**src/rtl/regfile_dump.sv**
```systemverilog
// Read-side register file dump sequencer: walks an index range on one read port,
// streams each value over valid/ready and holds the CPU stalled for a consistent snapshot.
module regfile_dump #(
    parameter int ADDR_W  = 5,
    parameter int DATA_W  = 32,
    parameter int SKIP_R0 = 0
) (
    input  logic              clk,
    input  logic              rst_n,
    input  logic              start,
    input  logic              abort,
    input  logic [ADDR_W-1:0] first_idx,
    input  logic [ADDR_W-1:0] last_idx,
    output logic [ADDR_W-1:0] rd_addr,
    input  logic [DATA_W-1:0] rd_data,
    output logic              out_valid,
    input  logic              out_ready,
    output logic [DATA_W-1:0] out_data,
    output logic [ADDR_W-1:0] out_idx,
    output logic              stall,
    output logic              busy,
    output logic              done
);

    // state  | meaning
    // S_IDLE | waiting for start
    // S_READ | rd_addr presented, capture rd_data this cycle
    // S_SEND | word offered, waiting for out_ready
    // S_DONE | one-cycle completion pulse, CPU still held
    typedef enum logic [1:0] {S_IDLE, S_READ, S_SEND, S_DONE} state_t;

    localparam bit SKIP = (SKIP_R0 != 0);
    localparam logic [ADDR_W-1:0] IDX_ZERO = '0;
    localparam logic [ADDR_W-1:0] IDX_ONE  = ADDR_W'(1);
    localparam logic [ADDR_W-1:0] IDX_MAX  = '1;

    state_t              state_q, state_d;
    logic [ADDR_W-1:0]   rd_addr_q, rd_addr_d;
    logic [ADDR_W-1:0]   last_q, last_d;
    logic [ADDR_W-1:0]   out_idx_q, out_idx_d;
    logic [DATA_W-1:0]   out_data_q, out_data_d;
    logic                out_valid_q, out_valid_d;
    logic                stall_q, stall_d;
    logic                empty_q, empty_d;
    logic [ADDR_W-1:0]   next_idx;
    logic                is_last;

    always_comb begin
        next_idx = out_idx_q + IDX_ONE;
        if (SKIP && next_idx == IDX_ZERO) begin
            next_idx = IDX_ONE;
        end
    end

    // With index 0 skipped, a range ending at 0 really ends at the top index.
    assign is_last = (out_idx_q == last_q) ||
                     (SKIP && last_q == IDX_ZERO && out_idx_q == IDX_MAX);

    always_comb begin
        state_d     = state_q;
        rd_addr_d   = rd_addr_q;
        last_d      = last_q;
        out_idx_d   = out_idx_q;
        out_data_d  = out_data_q;
        out_valid_d = out_valid_q;
        stall_d     = stall_q;
        empty_d     = empty_q;

        case (state_q)
            S_IDLE: begin
                if (start && !abort) begin
                    last_d    = last_idx;
                    stall_d   = 1'b1;
                    empty_d   = SKIP && first_idx == IDX_ZERO && last_idx == IDX_ZERO;
                    rd_addr_d = (SKIP && first_idx == IDX_ZERO) ? IDX_ONE : first_idx;
                    state_d   = S_READ;
                end
            end
            S_READ: begin
                if (abort) begin
                    out_valid_d = 1'b0;
                    stall_d     = 1'b0;
                    state_d     = S_IDLE;
                end else if (empty_q) begin
                    state_d = S_DONE;
                end else begin
                    out_data_d  = rd_data;
                    out_idx_d   = rd_addr_q;
                    out_valid_d = 1'b1;
                    state_d     = S_SEND;
                end
            end
            S_SEND: begin
                if (abort) begin
                    out_valid_d = 1'b0;
                    stall_d     = 1'b0;
                    state_d     = S_IDLE;
                end else if (out_ready) begin
                    out_valid_d = 1'b0;
                    if (is_last) begin
                        state_d = S_DONE;
                    end else begin
                        rd_addr_d = next_idx;
                        state_d   = S_READ;
                    end
                end
            end
            S_DONE: begin
                stall_d = 1'b0;
                state_d = S_IDLE;
            end
            default: begin
                out_valid_d = 1'b0;
                stall_d     = 1'b0;
                state_d     = S_IDLE;
            end
        endcase
    end

    always_ff @(posedge clk) begin
        if (!rst_n) begin
            state_q     <= S_IDLE;
            rd_addr_q   <= '0;
            last_q      <= '0;
            out_idx_q   <= '0;
            out_data_q  <= '0;
            out_valid_q <= 1'b0;
            stall_q     <= 1'b0;
            empty_q     <= 1'b0;
        end else begin
            state_q     <= state_d;
            rd_addr_q   <= rd_addr_d;
            last_q      <= last_d;
            out_idx_q   <= out_idx_d;
            out_data_q  <= out_data_d;
            out_valid_q <= out_valid_d;
            stall_q     <= stall_d;
            empty_q     <= empty_d;
        end
    end

    assign rd_addr   = rd_addr_q;
    assign out_idx   = out_idx_q;
    assign out_data  = out_data_q;
    assign out_valid = out_valid_q;
    assign stall     = stall_q;
    assign busy      = (state_q != S_IDLE);
    // An abort during the completion cycle suppresses the pulse.
    assign done      = (state_q == S_DONE) && !abort;

endmodule

```
**config.mk**
```make
export PLATFORM = sky130hd
export DESIGN_NAME = regfile_dump
export DESIGN_NICKNAME = d
export VERILOG_FILES = /design/src/rtl/regfile_dump.sv
export SDC_FILE = /design/constraint.sdc
export NUM_CORES = 1
export LEC_CHECK = 0
export CAP_MARGIN = 20
export CORE_MARGIN = 2
export CORE_UTILIZATION = 43
export DETAILED_ROUTE_END_ITERATION = 8
export GPL_TIMING_DRIVEN = 1
export PLACE_DENSITY_LB_ADDON = 0.2
export SYNTH_ARGS = -nofsm -noshare
export SYNTH_HDL_FRONTEND = slang
export SYNTH_SLANG_ARGS = --single-unit
```
**constraint.sdc**
```tcl
create_clock -name clk -period 2.05 [get_ports clk]
set_input_delay 0.3075 -clock clk [delete_from_list [all_inputs] [get_ports clk]]
set_output_delay 0.3075 -clock clk [all_outputs]
set_load 0.03 [all_outputs]
```
==> results.md <==
* Status: complete, no violations
* Dpl hpwl at between 3000 and 4000 um
* Bufs on Longest Clock Path at 2
* CP startpoint kind: flip-flop
* Reg2Reg Depth at 6
* Vias per cell at approximately 4.8
* Area leader, netlist: dfxtp_1
* ANT nets after route at 0
* Tot GR Track Use at 18.2%
* Tcrit/Tclk final at between 90% and 100%
* Initial antenna violation count at 0
* Synth cell count leaders: 83 x nand2_1, 51 x dfxtp_1, 34 x a21boi_0
* Worst path bufs/invs at 3
* Port bufs at ~90
* Static leakage at 1.25 nW
* Area share of xor/xnor cells in the synthesized design at under 10%
* Number of enable flip-flop cells after synthesis at 0
* Multi-input gate area at ~1100 sq um
* Worst clock skew at 0.00280 ns
* Critical Path Max Stage Delay at a little over 0.4 ns
* Number of antenna diodes at 0
* Unrepaired setup endpoints after global routing: false
* Min Tclk post-route at 1.93 ns
* # Max-Cap Violations at 0
* Post-synthesis cell count at 259
* Most common cell on crit path: inv_1
* Hold Crit Start: out_data[0]$_SDFFE_PN0N_
* Post-synthesis async set-or-reset flop share at 0%
* Post-synthesis mux area share at about 5.7%
* Worst min path class: reg2reg
* Clock-pin transition on the worst setup and hold timing paths at 0.09 ns
* Top FF cell, synth: dfxtp_1
* Final Slew Violations at 0
* Critical path cell sequence: inv_1, ha_1, inv_1, dlygate4sd2_1
* Layout Area Growth over Synthesis at 48.4%
* Adder-cell share of the synthesized area at under 10%
* Die W at around 77 um
* Clock sink count at between 50 and 60
* Crit-path leading delay family: buffers and inverters
* Critical path type: reg2out
* Global-route wire length before repair at about 8800 um
* Fillers at 453
* Latest clock arrival within the worst-skew pair at 0.29 ns
* Pin count of the biggest net entering global routing at 38
* CTS tree: done
* Crit. End Element: output pin
* Root Buffer: clkbuf_8
* Crit path max fanout at 6
* Top achievable clock speed at 517 MHz
* Starting density of the core at between 40 and 50%
* WHS Endpoint: out_data[0]$_SDFFE_PN0N_
* Share of cells above drive strength 1 at 6.57%
* Synthesized area per cell at ~8.8 sq um
* Sequential Area at 1020 sq um
* Die area at 5870 sq um
* Number of nets in the layout at ~400
* First-pass DRT Iterations at 4
* Largest family of logic cells by synthesized area: simple AND/OR/NAND/NOR gates
* Synth top area share at a little under half
* Placed inst area at roughly 3300 sq um
* R2r setup slk at between 0.2 and 0.25 ns
* H-tree depth at 2
* Worst hold margin at 0.462 ns
* Count leader, synth: nand2_1
* Synthesized net count at 312
* Arrival @ worst endpoint at between 1.5 and 2 ns
* Reg-to-Reg Start: state_q[0]$_SDFFE_PN0P_
* Netlist cell types at 36
* Synth Area in Compound Gates at between 10% and 20%
* Post-route cell area at approximately 3400 sq um
* Die height at ~77 um
* Slowest cell on the critical path: dlygate4sd2_1
* Sequential fraction of the synthesis area at between 40% and 50%
* IO Count at between 90 and 100
* Row count at 26
* Detailed Route WL at roughly 5300 um
* Peak supply drop at roughly 0.46 mV
* RR Endpoint: rd_addr[3]$_SDFFE_PN0P_
* Relative slew margins at roughly 68%
* Synth warn at 0
* Core box area at between 5000 and 6000 sq um
* Setup Fix Bufs, Post-CTS at 0
* FF+latch count, synth at slightly above 50
* Final Hold Fails at 0
* Drt drc at 0
* Post-Synthesis Cell Area at approximately 2300 sq um
* GP Congestion at approximately 0.84
* Setup violators final at 0
* Initial drt markers at 91
* Required time worst endpoint at around 1.7 ns
* Slew @ Worst Pin at about 0.49 ns
* DR vias at around 2000
* Setup TNS Final at 0 ns
* Pwr Density at ~680 nW/um^2
* Hold path depth at 2
* Largest cells by area after synthesis: dfxtp_1 45%, nand2_1 14%, a21boi_0 11%
* Routed len/inst at roughly 13 um
* CTS buffer count at 5
* Global route overflow at 0
* Vias in the first global route at approximately 1900
* Worst setup path startpoint: state_q[0]$_SDFFE_PN0P_
* Simple-gate share of the synthesized area at a little under a fifth
## where the power goes
part           internal [mW]  switching [mW]
sequential              1.05          0.0370
combinational          0.272           0.293
clock                  0.308           0.331
## cell families after synthesis
group | Yosys count
AND/OR/NAND/NOR | 103
AO/OA/AOI/OAI | 56
flip-flops | 51
buffers and inverters | 22
multiplexers | 13
XOR/XNOR | 8
adder cells (fa/ha/maj) | 6
## state kept, by name, summed over array words and instances (netlist names)
name / cells
last_q: 5
out_valid: 1
state_q: 2
out_data: 32
stall: 1
out_idx: 5
rd_addr: 5
## placed cells by master (no fill, tap or decap), types with 2 or more instances in the layout
cell / count
ha_1: 6
a21boi_0: 34
nor2_1: 5
nand2b_1: 5
o211ai_1: 2
buf_12: 2
a21oi_1: 4
dfxtp_1: 51
nand3_1: 3
o21ai_0: 4
clkbuf_8: 7
inv_1: 5
buf_4: 6
a21o_2: 2
xor2_1: 2
xnor2_1: 6
nor2b_1: 2
nand2_1: 83
clkdlybuf4s50_1: 90
mux2i_1: 13
## stage by stage
step / util, % / worst slack [ns] / power, mW / instances
final: 65.9 / 0.118 / 2.29 / 420
after detailed placement: 63.9 / 0.158 / 1.68 / 412
after CTS: 65.9 / 0.105 / 2.32 / 420
after floorplan: - / 0.436 / 1.43 / 259
after global placement: 63.9 / 0.214 / 1.67 / 412
after global routing: 65.9 / 0.00227 / 2.40 / 420
## worst max-delay path by stage
stage / to / slack [ns] / cells after the start
after global routing: busy / 0.002 / 4
after global placement: rd_addr[3]$_SDFFE_PN0P_ / 0.21 / 5
after detailed placement: busy / 0.16 / 4
after CTS: busy / 0.10 / 4
after floorplan: rd_addr[1]$_SDFFE_PN0P_ / 0.44 / 6
final: busy / 0.12 / 4
## layer usage
| layer | part of all wire [%] | GRT usage (%) | routed length, um |
|---|---|---|---|
| met1 | 46 | 22.8 | 2390 |
| met2 | 50 | 31.5 | 2600 |
| met4 | 0.78 | 4.73 | 41 |
| met3 | 4.1 | 4.03 | 218 |
| met5 | 0 | 0 | 0 |
## area by class of cell
type	instances	area share [%]
Timing Repair Buffer	99	29.5
Sequential cell	51	30.3
Clock inverter	1	0.223
Inverter	6	0.669
Multi-Input combinational cell	186	33.8
Tap cell	70	2.60
Clock buffer	7	2.86
## repair_timing
item | CTS | global route
gates resized for setup | 1 | 0
setup endpoints to repair | 1 | 0
hold buffers | 0 | 0
endpoints found under the hold margin | 0 | 0
## worst register-to-register path, delay by kind of cell, from the launching register on
family | cells | cell delay, ns
adder cells (fa/ha/maj) | 1 | 0.47
AND/OR/NAND/NOR | 1 | 0.25
buffers and inverters | 1 | 0.11
flip-flops | 1 | 0.35
AO/OA/AOI/OAI | 1 | 0.20
multiplexers | 2 | 0.39
No activity file was read; power rests on OpenSTA's default activity.
